--- config.mk ---
export PLATFORM = sky130hd
export DESIGN_NAME = uart_tx_mmio
export DESIGN_NICKNAME = d
export VERILOG_FILES = /design/src/rtl/soc_pkg.sv /design/src/rtl/sync_fifo.sv /design/src/rtl/uart_tx_mmio.sv
export SDC_FILE = /design/constraint.sdc
export NUM_CORES = 1
export LEC_CHECK = 0
export CAP_MARGIN = 20
export CORE_ASPECT_RATIO = 0.8
export CORE_MARGIN = 2
export CORE_UTILIZATION = 45
export DETAILED_ROUTE_END_ITERATION = 8
export GPL_ROUTABILITY_DRIVEN = 1
export PLACE_DENSITY_LB_ADDON = 0.2
export SETUP_SLACK_MARGIN = 0.15
export SYNTH_ARGS = -nofsm -noshare
export SYNTH_HDL_FRONTEND = slang
export SYNTH_SLANG_ARGS = --single-unit
--- constraint.sdc ---
create_clock -name I_clk -period 2.78 [get_ports I_clk]
set_input_delay 0.556 -clock I_clk [delete_from_list [all_inputs] [get_ports I_clk]]
set_output_delay 0.556 -clock I_clk [all_outputs]
set_load 0.01 [all_outputs]
--- src/rtl/soc_pkg.sv ---
// Shared definitions for the memory-mapped peripherals: register offsets,
// STATUS bit positions and the UART transmitter state encoding.
package soc_pkg;

  localparam logic [1:0] REG_TXDATA = 2'd0;
  localparam logic [1:0] REG_STATUS = 2'd1;
  localparam logic [1:0] REG_DIV    = 2'd2;

  localparam int STAT_BUSY      = 0;
  localparam int STAT_FULL      = 1;
  localparam int STAT_EMPTY     = 2;
  localparam int STAT_COUNT_LSB = 8;

  typedef enum logic [1:0] {
    TX_IDLE  = 2'd0,
    TX_START = 2'd1,
    TX_DATA  = 2'd2,
    TX_STOP  = 2'd3
  } tx_state_e;

endpackage

--- src/rtl/sync_fifo.sv ---
// Single-clock FIFO; dout always shows the head entry. Pushes while full and
// pops while empty are ignored. DEPTH must be a power of two.
module sync_fifo #(
  parameter int WIDTH = 8,
  parameter int DEPTH = 16
) (
  input  logic                     clk,
  input  logic                     rst,
  input  logic                     push,
  input  logic                     pop,
  input  logic [WIDTH-1:0]         din,
  output logic [WIDTH-1:0]         dout,
  output logic                     full,
  output logic                     empty,
  output logic [$clog2(DEPTH):0]   count
);

  localparam int AW    = $clog2(DEPTH);
  localparam int CNT_W = AW + 1;

  logic [WIDTH-1:0] mem [DEPTH];
  logic [AW-1:0]    wr_ptr;
  logic [AW-1:0]    rd_ptr;
  logic             do_push;
  logic             do_pop;

  assign do_push = push & ~full;
  assign do_pop  = pop & ~empty;
  assign full    = (count == CNT_W'(DEPTH));
  assign empty   = (count == '0);
  assign dout    = mem[rd_ptr];

  always_ff @(posedge clk) begin
    if (do_push) mem[wr_ptr] <= din;
  end

  // Pointers wrap naturally because DEPTH is a power of two.
  always_ff @(posedge clk) begin
    if (rst) begin
      wr_ptr <= '0;
      rd_ptr <= '0;
      count  <= '0;
    end else begin
      if (do_push) wr_ptr <= wr_ptr + AW'(1);
      if (do_pop)  rd_ptr <= rd_ptr + AW'(1);
      case ({do_push, do_pop})
        2'b10:   count <= count + CNT_W'(1);
        2'b01:   count <= count - CNT_W'(1);
        default: count <= count;
      endcase
    end
  end

endmodule

--- src/rtl/uart_tx_mmio.sv ---
// Memory-mapped 8N1 UART transmitter: CPU stores fill a TX FIFO that a
// serial engine drains onto O_tx, with a programmable clocks-per-bit divider.
module uart_tx_mmio
  import soc_pkg::*;
#(
  parameter int CLK_DIV    = 417,
  parameter int FIFO_DEPTH = 16
) (
  input  logic        I_clk,
  input  logic        I_rst,
  input  logic        I_sel,
  input  logic [31:0] I_addr,
  input  logic [31:0] I_data,
  input  logic [3:0]  I_mask,
  input  logic        I_we,
  output logic [31:0] O_data,
  output logic        O_stall,
  output logic        O_tx
);

  localparam int          CW      = $clog2(FIFO_DEPTH) + 1;
  localparam logic [15:0] DIV_RST = 16'(CLK_DIV);

  logic [1:0]    reg_sel;
  logic          txdata_store;
  logic          push;
  logic          pop;
  logic [7:0]    fifo_head;
  logic          fifo_full;
  logic          fifo_empty;
  logic [CW-1:0] fifo_count;

  logic [15:0]   div_q;
  logic [15:0]   div_next;
  tx_state_e     state_q;
  tx_state_e     state_d;
  logic [15:0]   baud_q;
  logic [2:0]    bitcnt_q;
  logic [7:0]    shift_q;
  logic          tx_q;
  logic          expire;
  logic          busy;
  logic [31:0]   status;
  logic          unused_bits;

  assign unused_bits = ^{I_addr[31:4], I_addr[1:0], I_data[31:16], I_mask[3:2]};

  // Handshake: a TXDATA store is accepted on the first edge where O_stall is
  // low; while the FIFO is full the CPU holds the bus and O_stall stays high.
  assign reg_sel      = I_addr[3:2];
  assign txdata_store = I_sel & I_we & (reg_sel == REG_TXDATA) & I_mask[0];
  assign push         = txdata_store & ~fifo_full;
  assign O_stall      = txdata_store & fifo_full;
  assign O_tx         = tx_q;
  assign expire       = (baud_q == 16'd0);

  sync_fifo #(
    .WIDTH (8),
    .DEPTH (FIFO_DEPTH)
  ) u_fifo (
    .clk   (I_clk),
    .rst   (I_rst),
    .push  (push),
    .pop   (pop),
    .din   (I_data[7:0]),
    .dout  (fifo_head),
    .full  (fifo_full),
    .empty (fifo_empty),
    .count (fifo_count)
  );

  // A divider of zero would stall the bit timer, so it is promoted to one.
  always_comb begin
    div_next = div_q;
    if (I_mask[0]) div_next[7:0]  = I_data[7:0];
    if (I_mask[1]) div_next[15:8] = I_data[15:8];
    if (div_next == 16'd0) div_next = 16'd1;
  end

  always_ff @(posedge I_clk) begin
    if (I_rst) begin
      div_q <= DIV_RST;
    end else if (I_sel && I_we && (reg_sel == REG_DIV)) begin
      div_q <= div_next;
    end
  end

  always_ff @(posedge I_clk) begin
    if (I_rst) state_q <= TX_IDLE;
    else       state_q <= state_d;
  end

  always_comb begin
    state_d = state_q;
    pop     = 1'b0;
    case (state_q)
      TX_IDLE: begin
        if (!fifo_empty) begin
          pop     = 1'b1;
          state_d = TX_START;
        end
      end
      TX_START: if (expire) state_d = TX_DATA;
      TX_DATA:  if (expire && (bitcnt_q == 3'd7)) state_d = TX_STOP;
      TX_STOP:  if (expire) state_d = TX_IDLE;
      default:  state_d = TX_IDLE;
    endcase
  end

  // The divider is sampled only on reload, so a DIV write never alters a bit
  // already in flight.
  always_ff @(posedge I_clk) begin
    if (I_rst) begin
      tx_q     <= 1'b1;
      baud_q   <= '0;
      bitcnt_q <= '0;
      shift_q  <= '0;
    end else begin
      case (state_q)
        TX_IDLE: begin
          if (pop) begin
            shift_q <= fifo_head;
            tx_q    <= 1'b0;
            baud_q  <= div_q - 16'd1;
          end
        end
        TX_START: begin
          if (expire) begin
            tx_q     <= shift_q[0];
            baud_q   <= div_q - 16'd1;
            bitcnt_q <= '0;
          end else begin
            baud_q <= baud_q - 16'd1;
          end
        end
        TX_DATA: begin
          if (expire) begin
            baud_q <= div_q - 16'd1;
            if (bitcnt_q == 3'd7) begin
              tx_q <= 1'b1;
            end else begin
              shift_q  <= shift_q >> 1;
              tx_q     <= shift_q[1];
              bitcnt_q <= bitcnt_q + 3'd1;
            end
          end else begin
            baud_q <= baud_q - 16'd1;
          end
        end
        TX_STOP: begin
          if (!expire) baud_q <= baud_q - 16'd1;
        end
        default: tx_q <= 1'b1;
      endcase
    end
  end

  always_comb begin
    busy   = (state_q != TX_IDLE);
    status = '0;
    status[STAT_BUSY]             = busy;
    status[STAT_FULL]             = fifo_full;
    status[STAT_EMPTY]            = fifo_empty;
    status[STAT_COUNT_LSB +: 8]   = 8'(fifo_count);
    O_data = '0;
    if (I_sel) begin
      case (reg_sel)
        REG_STATUS: O_data = status;
        REG_DIV:    O_data = {16'd0, div_q};
        default:    O_data = '0;
      endcase
    end
  end

endmodule

==> results.ini, run 1 <==
[run_status]
status = finished clean

[die]
core_area_sq_um = 19100
start_util_pct = 46.1
num_rows = 45
die_w_um = 160
ios = 106
fp.dieArea_sq_um = 20700
die_height_um = 129

[grt]
grt_pass1_vias = 5704
antenna_found_initial = 0
grt_pass1_wl_mm = 31.7
grt_max_degree = 29
grt-ovfl-total = 0
grt_use_total_pct = 20.2

[power]
p_seq_share_pct = 36.0
power_frac_comb_pct = 38.0
power.switching_mw = 3.48
clkPwrFrac_pct = 26.0
ir_drop_uv = 615
p_sw_share_pct = 36.9
power.density_nw_per_um2 = 909
internal_power_mw = 5.96
p_leak_nw = 3.64

[synth]
syn_inst = 696
post_synth.cell_area_avg_sq_um = 12.6
synth_warnings = 0
synthTopCellsByCount = 128 x edfxtp_1, 68 x nor2_1, 64 x nand2_1
yosysSeqAreaShare_pct = 58.1
yosysTopAreaCellShare_pct = 43.7
synth_area_leaders = edfxtp_1 44%, dfxtp_1 14%, mux4_2 9.7%, ha_1 3.3%, nor2_1 2.9%
syn-cell-area_sq_um = 8790
synth_edf_count = 128
synthArstFlopShare_pct = 0
synth_flop_cell = edfxtp_1
synth.distinct_cells = 66
synth_most_common_cell = edfxtp_1
synth-seq-cells = 191
synth_top_area_cell = edfxtp_1

[worst_setup_path]
crit_arrival_ps = 2850
cp_max_fo = 5
crit_slowest_cell = dfxtp_1
cp_data_required_time_ps = 3100
end_kind = flop
path_class = reg -> reg
crit_top_cell = inv_1
worstSetupStartpointType = flop
cpPeakStageDelay_ps = 370
crit_chain = inv_1, ha_2, inv_1, nor2_2, ha_2, inv_1, fa_2, nor2b_2, o21ai_1, and3_1, nor3_2, xnor2_1, nor2_1

[clocking]
ctsHoldBuffers = 0
clkTransAtPathRegs_ps = 80
htreeDepth = 4
clk_latency_ps = 440
cts_sinks = 191
cts_inserted_buffers = 17
cts_buffer_depth = 2
cts_tree = yes
cts_root_buffer = clkbuf_16

[placed_design]
globalplace.congestion = 0.888
portBuffers = 41
hpwl_mm = 14.4

[sta]
grt_setup_unrepaired = true
timing.fmax_mhz = 397
worst_clock_skew_ps = 13.1
relSlewSlack_pct = 52.8
slew_viol_final = 0
tightest_slew_ps = 706
hold_viol = 0
period_needed_ps = 2520
min_period_over_period_pct = 90.7
tns_ps = 0
finalSetupViolCount = 0

[route]
avgViaCountPerCell = 5.73
num_vias = 5987
drt-pass1-iter-count = 5
finalWirelength_mm = 20.6
post-route-drc-count = 0
drt-initial-drc-count = 683
drtAntennaViolNets = 0
wl_per_cell_um = 19.7

[run]
drv_cap = 0

[cells_and_area]
utilization_pct = 54.4
drive_gt1_share_pct = 19.3
layout.nets = 870
areaGrowthSynthToFinish_pct = 18.2
antennaDiodeCount = 0
fillers = 1567

[hold_path]
hp-class = reg -> reg

==> area by class of cell <==
class | count | area, sq um | area share, %
clock inverter | 15 | 178 | 1.71
inverter | 21 | 78.8 | 0.759
tap | 258 | 323 | 3.11
timing repair buffer | 93 | 821 | 7.90
clock buffer | 17 | 425 | 4.09
sequential | 191 | 5110 | 49.2
multi-input combinational | 450 | 3460 | 33.3
==> power groups by stage <==
stage / Combinational, mW / Sequential [mW] / Clock, mW
finish: 3.59 / 3.40 / 2.45
global route: 3.90 / 3.43 / 2.62
CTS: 3.47 / 3.40 / 2.49
detailed placement: 3.41 / 3.46 / 0
global placement: 3.29 / 3.45 / 0
floorplan: 2.45 / 3.39 / 0
==> worst paths after layout <==
kind,startpoint,to,slack (ps),cells past startpoint
max reg2reg,state_q[0]$_SDFFE_PP0P_,u_fifo.count[4]$_SDFFE_PP0P_,260,13
max,state_q[0]$_SDFFE_PP0P_,u_fifo.count[4]$_SDFFE_PP0P_,260,13
min,bitcnt_q[2]$_SDFFE_PP0P_,bitcnt_q[2]$_SDFFE_PP0P_,470,2
min reg2reg,bitcnt_q[2]$_SDFFE_PP0P_,bitcnt_q[2]$_SDFFE_PP0P_,470,2
==> flip-flops by register name, indices dropped and copies added (netlist names), named ones only <==
register	flops
baud_q	16
u_fifo.wr_ptr	4
shift_q	8
u_fifo.rd_ptr	4
div_q	16
state_q	2
u_fifo.mem	128
u_fifo.count	5
bitcnt_q	3
O_tx	1
==> metrics by stage <==
stage | setup slack (ps) | power, mW | std cells | area (sq um) | hold slack (ps)
after floorplan | 153 | 5.84 | 711 | 8870 | 436
after CTS | 83.5 | 9.36 | 1045 | 10300 | 471
after global routing | 125 | 9.95 | 1045 | 10400 | 500
after global placement | -352 | 6.74 | 1011 | 9730 | 444
after detailed placement | -384 | 6.87 | 1011 | 9730 | 461
final | 259 | 9.45 | 1045 | 10400 | 468
==> what timing repair did <==
item,4_1_cts,5_1_grt
setup buffers,2,0
gates resized for setup,24,16
pin swaps,2,3
setup endpoints to repair,18,22
==> cells in the final DEF (no fill, tap or decap), types with 4 or more instances in the layout <==
cell type	instances
nand2_1	64
o21ai_0	15
conb_1	16
a32o_1	8
nand3_1	7
nor4_1	8
or4_1	5
inv_1	19
a22oi_1	6
o21ai_1	14
buf_4	50
clkdlybuf4s50_1	22
nor3_1	17
ha_2	4
edfxtp_1	128
clkbuf_16	17
nor2_1	67
a21oi_1	40
dlygate4sd2_1	10
inv_8	4
mux4_2	38
nand4_1	9
mux2i_1	6
o22ai_1	5
nand2b_1	5
dfxtp_1	62
xnor2_1	11
xor2_1	10
ha_1	19
clkdlybuf4s15_1	6
and3_1	12
==> cell families after synthesis <==
kind of cell,share of synthesized area (%)
xor gates and xnor gates,2.09
AOI/OAI and AO/OA,9.07
other,0.0427
adders and majority gates,3.50
DFF,58.1
and+or+nand+nor,12.7
muxes,10.5
buffers and inverters,3.93
==> layer usage <==
metal	GRT usage [%]	vias to the layer above	routed length (um)
li1	-	2754	-
met4	4.77	0	204
met5	0	-	0
met1	29.6	2997	9620
met3	4.32	16	1340
met2	31.2	220	9450
==> worst max-delay path: cells and delay by family, from the launching register on <==
kind | cells | cell delay [ps]
DFF | 1 | 370
xor gates and xnor gates | 1 | 130
adders and majority gates | 3 | 830
buffers and inverters | 3 | 330
AOI/OAI and AO/OA | 1 | 100
and+or+nand+nor | 5 | 660
No activity file was read; power rests on OpenSTA's default activity.
==> inputs of run 2 (changes only) <==
--- a/config.mk
+++ b/config.mk
@@ -7,12 +7,14 @@
 export LEC_CHECK = 0
 export CAP_MARGIN = 20
 export CORE_ASPECT_RATIO = 0.8
-export CORE_MARGIN = 2
+export CORE_MARGIN = 3
 export CORE_UTILIZATION = 45
 export DETAILED_ROUTE_END_ITERATION = 8
 export GPL_ROUTABILITY_DRIVEN = 1
 export PLACE_DENSITY_LB_ADDON = 0.2
 export SETUP_SLACK_MARGIN = 0.15
+export SLEW_MARGIN = 5
 export SYNTH_ARGS = -nofsm -noshare
 export SYNTH_HDL_FRONTEND = slang
+export SYNTH_HIERARCHICAL = 1
 export SYNTH_SLANG_ARGS = --single-unit
==> run 2 against run 1 <==
Net effect: utilization about the same; total power fell by 11%; synthesized cell count is 7.0% higher; area after synthesis up 5.1%; clock power down 2%; critical path type unchanged; largest cell class unchanged; final cell count grew 5.4%; die area up 7.8%; flip-flop and latch count is the same; first-iteration DRC count rose by 11%; via count grew 6.3%; critical endpoint is now u_fifo/count[2]$_SDFFE_PP0P_.
==> results.ini, run 2 <==
[sta]
hold_viol = 0  ; unchanged
timing.fmax_mhz = 379  ; was 397 MHz
worst_clock_skew_ps = 12.8  ; was 13.1 ps
grt_setup_unrepaired = true  ; unchanged
tns_ps = 0  ; unchanged
relSlewSlack_pct = 52.8  ; about the same
min_period_over_period_pct = 95.0  ; was 90.7%
layout_setup_ws_ps = 140  ; was 259 ps
finalSetupViolCount = 0  ; unchanged
slew_viol_final = 0  ; unchanged
tightest_slew_ps = 706  ; about the same
period_needed_ps = 2640  ; was 2520 ps

[synth]
synth_top_area_cell = edfxtp_1  ; unchanged
synth_area_leaders = edfxtp_1 42%, dfxtp_1 14%, mux4_1 8.0%, mux4_2 2.9%, ha_1 2.8%  ; was edfxtp_1 44%, dfxtp_1 14%, mux4_2 9.7%, ha_1 3.3%, nor2_1 2.9%
synth_warnings = 6  ; was 0
synth-seq-cells = 191  ; unchanged
syn_inst = 745  ; was 696
post_synth.cell_area_avg_sq_um = 12.4  ; was 12.6 sq um
synth_flop_cell = edfxtp_1  ; unchanged
synth_most_common_cell = edfxtp_1  ; unchanged
synthTopCellsByCount = 128 x edfxtp_1, 69 x nor2_1, 63 x dfxtp_1  ; was 128 x edfxtp_1, 68 x nor2_1, 64 x nand2_1
synth_edf_count = 128  ; unchanged
yosysTopAreaCellShare_pct = 41.6  ; was 43.7%
yosysSeqAreaShare_pct = 55.3  ; was 58.1%
synthArstFlopShare_pct = 0  ; unchanged
synth.distinct_cells = 73  ; was 66
syn-cell-area_sq_um = 9230  ; was 8790 sq um

[cells_and_area]
reg_top3 = u_fifo/mem x128, baud_q x16, div_q x16  ; was u_fifo.mem x128, baud_q x16, div_q x16
utilization_pct = 54.5  ; was 54.4%
areaGrowthSynthToFinish_pct = 17.8  ; was 18.2%
layout.nets = 917  ; was 870
largest_register = u_fifo/mem  ; was u_fifo.mem
largest_register_ffs = 128  ; unchanged
final_cell_mix = 128 x edfxtp_1, 65 x nor2_1, 63 x buf_4  ; was 128 x edfxtp_1, 67 x nor2_1, 64 x nand2_1
antennaDiodeCount = 0  ; unchanged
final_cell_count_no_fill = 1101  ; was 1,045
final_common_cell = edfxtp_1  ; unchanged
drive_gt1_share_pct = 18.4  ; was 19.3%

[clocking]
clk_latency_ps = 440  ; about the same
cts_inserted_buffers = 17  ; unchanged
cts_sinks = 191  ; unchanged
clkTransAtPathRegs_ps = 80  ; about the same
cts_root_buffer = clkbuf_16  ; unchanged
cts_buffer_depth = 2  ; unchanged
cts_tree = yes  ; unchanged
htreeDepth = 4  ; unchanged
ctsHoldBuffers = 0  ; unchanged

[route]
wl_per_cell_um = 19.9  ; was 19.7 um
drt-pass1-iter-count = 5  ; unchanged
finalWirelength_mm = 21.9  ; was 20.6 mm
drt-initial-drc-count = 758  ; was 683
drtAntennaViolNets = 0  ; unchanged
num_vias = 6363  ; was 5,987
post-route-drc-count = 0  ; unchanged
avgViaCountPerCell = 5.78  ; was 5.73

[placed_design]
hpwl_mm = 14.6  ; was 14.4 mm
globalplace.congestion = 0.886  ; was 0.888
dp.cells = 1059  ; was 1,011
portBuffers = 41  ; unchanged
post-place-ws_ps = -296  ; was -384 ps

[grt]
grt_use_total_pct = 19.6  ; was 20.2%
grt-ovfl-total = 0  ; unchanged
antenna_found_initial = 0  ; unchanged
grt_pass1_wl_mm = 34.0  ; was 31.7 mm
grt_pass1_vias = 6130  ; was 5,704
grt_max_degree = 41  ; was 29

[power]
power.density_nw_per_um2 = 770  ; was 909 nW/um^2
fin_total_pwr_mw = 8.38  ; was 9.45 mW
ir_drop_uv = 479  ; was 615 uV
p_leak_nw = 3.84  ; was 3.64 nW

[hold_path]
hp-class = reg -> reg  ; unchanged

[die]
die_height_um = 134  ; was 129 um
die_w_um = 166  ; was 160 um
core_area_sq_um = 20000  ; was 19,100 sq um
fp.dieArea_sq_um = 22300  ; was 20,700 sq um
ios = 106  ; unchanged
num_rows = 46  ; was 45
start_util_pct = 46.2  ; was 46.1%

[worst_setup_path]
cp_data_required_time_ps = 3160  ; was 3100 ps
crit_arrival_ps = 3020  ; was 2850 ps
r2r_start = u_fifo/count[3]$_SDFFE_PP0P_  ; was state_q[0]$_SDFFE_PP0P_
end_kind = flop  ; unchanged
crit_end = u_fifo/count[2]$_SDFFE_PP0P_  ; was u_fifo.count[4]$_SDFFE_PP0P_
r2r_end = u_fifo/count[2]$_SDFFE_PP0P_  ; was u_fifo.count[4]$_SDFFE_PP0P_
reg2reg_depth = 12  ; was 13
path_class = reg -> reg  ; unchanged
rrSetupSlack_ps = 140  ; was 260 ps
cp_max_fo = 3  ; was 5
startpoint = u_fifo/count[3]$_SDFFE_PP0P_  ; was state_q[0]$_SDFFE_PP0P_
worstSetupStartpointType = flop  ; unchanged

[run]
drv_cap = 0  ; unchanged

[run_status]
status = finished clean  ; unchanged

-- run 2: cell types whose count changed after synthesis, sizes merged, moves of 5 or more --
cell / delta
a32o: -8
a21oi: -8
clkbuf: +9
a22oi: +6
mux2i: +5
nand2: -12
o211ai: +5
inv: +8
a211oi: +8
nor3: +7
-- run 2: critical path: stages (launching register included) --
cell and delay (ps):
dfxtp_4 350, or4_4 560, buf_6 150, nor2_4 110, nor2_2 70, o21a_4 120
clkinv_2 60, ha_4 150, xor2_2 130, ha_2 210, nor3_1 70, or4_4 480
a21oi_2 120
-- run 2: what timing repair did --
action | CTS | global route
setup endpoints to repair | 20 | 25
gates resized for setup | 30 | 16
setup buffers | 4 | 6
pin swaps | 5 | 6
-- run 2: cell type report --
cell class | count | area, sq um
multi-input combinational | 477 | 3830
sequential | 191 | 5110
timing repair buffer | 107 | 901
tap | 264 | 330
clock inverter | 13 | 155
inverter | 30 | 114
clock buffer | 19 | 433
fill | 1637 | 9090
-- run 2: per-stage QoR --
stage	hold slack (ps)	instance area, sq um
2_1_floorplan	437	9370
3_3_place_gp	453	10200
3_5_place_dp	468	10200
4_1_cts	476	10800
5_1_grt	500	10900
6_report	478	10900
-- run 2: kinds of logic (layout without fill, tap and decap cells) --
group	count (synthesis)	after routing	share of synthesized area, %
AOI/OAI and AO/OA	139	139	10.3
other	1	16	0.0406
buffers and inverters	92	169	4.95
muxes	51	51	12.1
and+or+nand+nor	230	230	12.6
adders and majority gates	21	21	2.85
DFF	191	191	55.3
xor gates and xnor gates	20	20	1.90
-- run 2: worst min-delay path by stage --
stage / start / end / slack, ps / cells past startpoint
finish: baud_q[7]$_SDFFE_PP0P_ / baud_q[7]$_SDFFE_PP0P_ / 480 / 2
global route: I_rst / flop / 500 / 2
CTS: I_rst / u_fifo/rd_ptr[2]$_SDFFE_PP0P_ / 480 / 2
detailed placement: shift_q[7]$_SDFFE_PP0P_ / shift_q[7]$_SDFFE_PP0P_ / 470 / 2
global placement: baud_q[7]$_SDFFE_PP0P_ / baud_q[7]$_SDFFE_PP0P_ / 450 / 2
floorplan: baud_q[7]$_SDFFE_PP0P_ / baud_q[7]$_SDFFE_PP0P_ / 440 / 2
-- run 2: power by group --
group,switching (mW),internal (mW),total [mW]
Combinational,1.57,1.10,2.67
Clock,1.20,1.21,2.41
Sequential,0.130,3.16,3.29
-- run 2: metal layers --
metal	global-route usage (%)	wire, um
met5	0	0
met4	5.08	281
met3	4.54	1210
met2	30.7	10200
met1	27.8	10200
==> inputs of run 3 (changes only) <==
--- a/config.mk
+++ b/config.mk
@@ -8,7 +8,8 @@
 export CAP_MARGIN = 20
 export CORE_ASPECT_RATIO = 0.8
 export CORE_MARGIN = 3
-export CORE_UTILIZATION = 45
+export CORE_UTILIZATION = 40
+export CTS_BUF_LIST = sky130_fd_sc_hd__clkbuf_8 sky130_fd_sc_hd__clkbuf_16
 export DETAILED_ROUTE_END_ITERATION = 8
 export GPL_ROUTABILITY_DRIVEN = 1
 export PLACE_DENSITY_LB_ADDON = 0.2
==> run 3 against run 2 <==
Net effect: fmax increased by 1.8%; wire length decreased by 0.31%; critical path type is now in -> out; design area increased by 0.86%; highest routed layer unchanged; combinational power about the same; setup slack improved by 48 ps; non-clock buffer count decreased by 2; global-route usage decreased by 1.9 points; largest power group unchanged; utilization decreased by 5.8 points; clock power increased by 11%.
==> results.ini, run 3 (synthesis results as in run 2) <==
[worst_setup_path]
r2r_start = u_fifo/count[0]$_SDFFE_PP0P_  ; was u_fifo/count[3]$_SDFFE_PP0P_
cp_max_fo = 19  ; was 3
cpPeakStageDelay_ps = 480  ; was 560 ps
r2r_end = u_fifo/count[2]$_SDFFE_PP0P_  ; unchanged
reg2reg_depth = 11  ; was 12
path_class = in -> out  ; was reg -> reg
cp_data_required_time_ps = 2220  ; was 3160 ps
crit_chain = clkdlybuf4s50_1, inv_1, buf_4, ha_2, buf_12, a22oi_2, nor2_1, clkdlybuf4s15_2  ; was or4_4, buf_6, nor2_4, nor2_2, o21a_4, clkinv_2, ha_4, xor2_2, ha_2, nor3_1, or4_4, a21oi_2
crit_family = buffers and inverters  ; was simple AND/OR/NAND/NOR gates
end_kind = output port  ; was flop
worst-path-buf-inv = 5  ; was 2
crit_slowest_cell = clkdlybuf4s50_1  ; was or4_4
rrSetupSlack_ps = 190  ; was 140 ps
worstSetupStartpointType = input pin  ; was flop
crit_arrival_ps = 2040  ; was 3020 ps

[sta]
timing.fmax_mhz = 386  ; was 379 MHz
period_needed_ps = 2590  ; was 2640 ps
tightest_slew_ps = 674  ; was 706 ps
relSlewSlack_pct = 54.9  ; was 52.8%
finalSetupViolCount = 0  ; unchanged
tns_ps = 0  ; unchanged
grt_setup_unrepaired = true  ; unchanged
slew_viol_final = 0  ; unchanged
hold_viol = 0  ; unchanged
timing.hold.ws_ps = 477  ; was 478 ps
worst_clock_skew_ps = 13.6  ; was 12.8 ps
min_period_over_period_pct = 93.3  ; was 95.0%

[grt]
grt_pass1_wl_mm = 33.9  ; was 34.0 mm
grt-ovfl-total = 0  ; unchanged
grt_pass1_vias = 6203  ; was 6,130
antenna_found_initial = 0  ; unchanged
grt_max_degree = 43  ; was 41
grt_use_total_pct = 17.7  ; was 19.6%

[die]
die_height_um = 142  ; was 134 um
fp.dieArea_sq_um = 25000  ; was 22,300 sq um
die_w_um = 176  ; was 166 um
ios = 106  ; unchanged
core_area_sq_um = 22600  ; was 20,000 sq um
num_rows = 49  ; was 46
start_util_pct = 40.9  ; was 46.2%

[cells_and_area]
largest_register_ffs = 128  ; unchanged
final_cell_mix = 128 x edfxtp_1, 65 x nor2_1, 62 x dfxtp_1  ; was 128 x edfxtp_1, 65 x nor2_1, 63 x buf_4
largest_register = u_fifo/mem  ; unchanged
layout.nets = 915  ; was 917
drive_gt1_share_pct = 18.3  ; was 18.4%
final_cell_count_no_fill = 1141  ; was 1,101
utilization_pct = 48.6  ; was 54.5%
final_common_cell = edfxtp_1  ; unchanged
areaGrowthSynthToFinish_pct = 18.8  ; was 17.8%
antennaDiodeCount = 0  ; unchanged
reg_top3 = u_fifo/mem x128, baud_q x16, div_q x16  ; unchanged

[clocking]
cts_inserted_buffers = 17  ; unchanged
clk_latency_ps = 450  ; was 440 ps
clkTransAtPathRegs_ps = 80  ; about the same
cts_buffer_depth = 2  ; unchanged
cts_sinks = 191  ; unchanged
cts_tree = yes  ; unchanged
cts_root_buffer = clkbuf_16  ; unchanged
ctsHoldBuffers = 0  ; unchanged
htreeDepth = 4  ; unchanged

[route]
avgViaCountPerCell = 5.57  ; was 5.78
wl_per_cell_um = 19.1  ; was 19.9 um
drtAntennaViolNets = 0  ; unchanged
drt-pass1-iter-count = 5  ; unchanged
num_vias = 6353  ; was 6,363
drt-initial-drc-count = 563  ; was 758
post-route-drc-count = 0  ; unchanged
finalWirelength_mm = 21.8  ; was 21.9 mm

[placed_design]
globalplace.congestion = 0.859  ; was 0.886
hpwl_mm = 15.0  ; was 14.6 mm
dp.cells = 1106  ; was 1,059
portBuffers = 41  ; unchanged

[power]
power_frac_comb_pct = 30.8  ; was 31.9%
p_leak_nw = 3.86  ; was 3.84 nW
fin_total_pwr_mw = 8.61  ; was 8.38 mW
power.density_nw_per_um2 = 785  ; was 770 nW/um^2
clkPwrFrac_pct = 31.0  ; was 28.8%
power.switching_mw = 3.01  ; was 2.90 mW
ir_drop_uv = 505  ; was 479 uV
p_seq_share_pct = 38.2  ; was 39.3%
internal_power_mw = 5.61  ; was 5.47 mW
p_sw_share_pct = 34.9  ; was 34.7%

[run]
drv_cap = 0  ; unchanged

[hold_path]
min_to = shift_q[7]$_SDFFE_PP0P_  ; was baud_q[7]$_SDFFE_PP0P_
hp-class = reg -> reg  ; unchanged
holdPathStages = 2  ; unchanged
min_from = shift_q[7]$_SDFFE_PP0P_  ; was baud_q[7]$_SDFFE_PP0P_

[run_status]
status = finished clean  ; unchanged

==> run 3: changes by cell type in the layout (fill, tap and decap cells not counted), sizes merged <==
cell           previous run  this run
clkinvlp                  1         0
dlymetal6s2s              1         0
bufinv                    0         1
dlygate4sd2              14         9
clkbuf                   21        19
clkdlybuf4s50            21        23
clkinv                    6         5
inv                      36        39
buf                      68        69
clkdlybuf4s15             1         2
==> run 3: timing repair <==
| action | in CTS | in global routing |
|---|---|---|
| setup buffers | 1 | 2 |
| pin swaps | 1 | 1 |
| resized for setup | 31 | 16 |
| setup endpoints to repair | 20 | 24 |
==> run 3: area by class of cell <==
class,instances,area (sq um)
Sequential cell,191,5110
Clock inverter,15,236
Multi-Input combinational cell,477,3810
Fill cell,1997,11600
Tap cell,306,383
Inverter,30,114
Clock buffer,17,425
Timing Repair Buffer,105,897
==> run 3: per-stage QoR <==
| stage | area [sq um] | setup slack [ps] |
|---|---|---|
| after global placement | 10300 | -246 |
| final | 11000 | 187 |
| after floorplan | 9370 | -71.1 |
| after CTS | 10900 | 71.8 |
| after detailed placement | 10300 | -265 |
| after global routing | 11000 | 90.0 |
==> run 3: worst max-delay path by stage <==
stage	endpoint	cells past startpoint	slack [ps]	from
final	O_data[10]	8	190	I_addr[2]
after detailed placement	u_fifo/count[2]$_SDFFE_PP0P_	13	-260	I_addr[3]
after global placement	u_fifo/count[2]$_SDFFE_PP0P_	13	-250	I_addr[2]
after floorplan	u_fifo/count[2]$_SDFFE_PP0P_	14	-70	u_fifo/count[3]$_SDFFE_PP0P_
after global routing	u_fifo/count[2]$_SDFFE_PP0P_	11	90	u_fifo/count[0]$_SDFFE_PP0P_
after CTS	O_data[9]	8	70	I_addr[2]
==> run 3: metal layers <==
metal	global-route usage, %	wire length, um
met1	25.7	10200
met2	27.4	10000
met3	3.91	1360
met4	3.58	175
met5	0	0
==> run 3: power by group through the flow <==
stage          Clock (mW)  Sequential (mW)  Combinational [mW]
2_1_floorplan           0             3.31                1.90
3_3_place_gp            0             3.34                2.47
3_5_place_dp            0             3.35                2.54
4_1_cts              2.72             3.28                2.57
5_1_grt              2.84             3.30                2.90
6_report             2.67             3.29                2.66
==> run 3: worst register-to-register path, stage by stage, from the launching register on <==
cell,delay [ps]
dfxtp_2,330
or4_4,590
nor2_4,150
nor2_2,70
o21a_4,120
clkinv_2,50
ha_2,180
xor2_1,150
ha_2,210
nor3_1,60
or4_1,470
a21oi_1,150
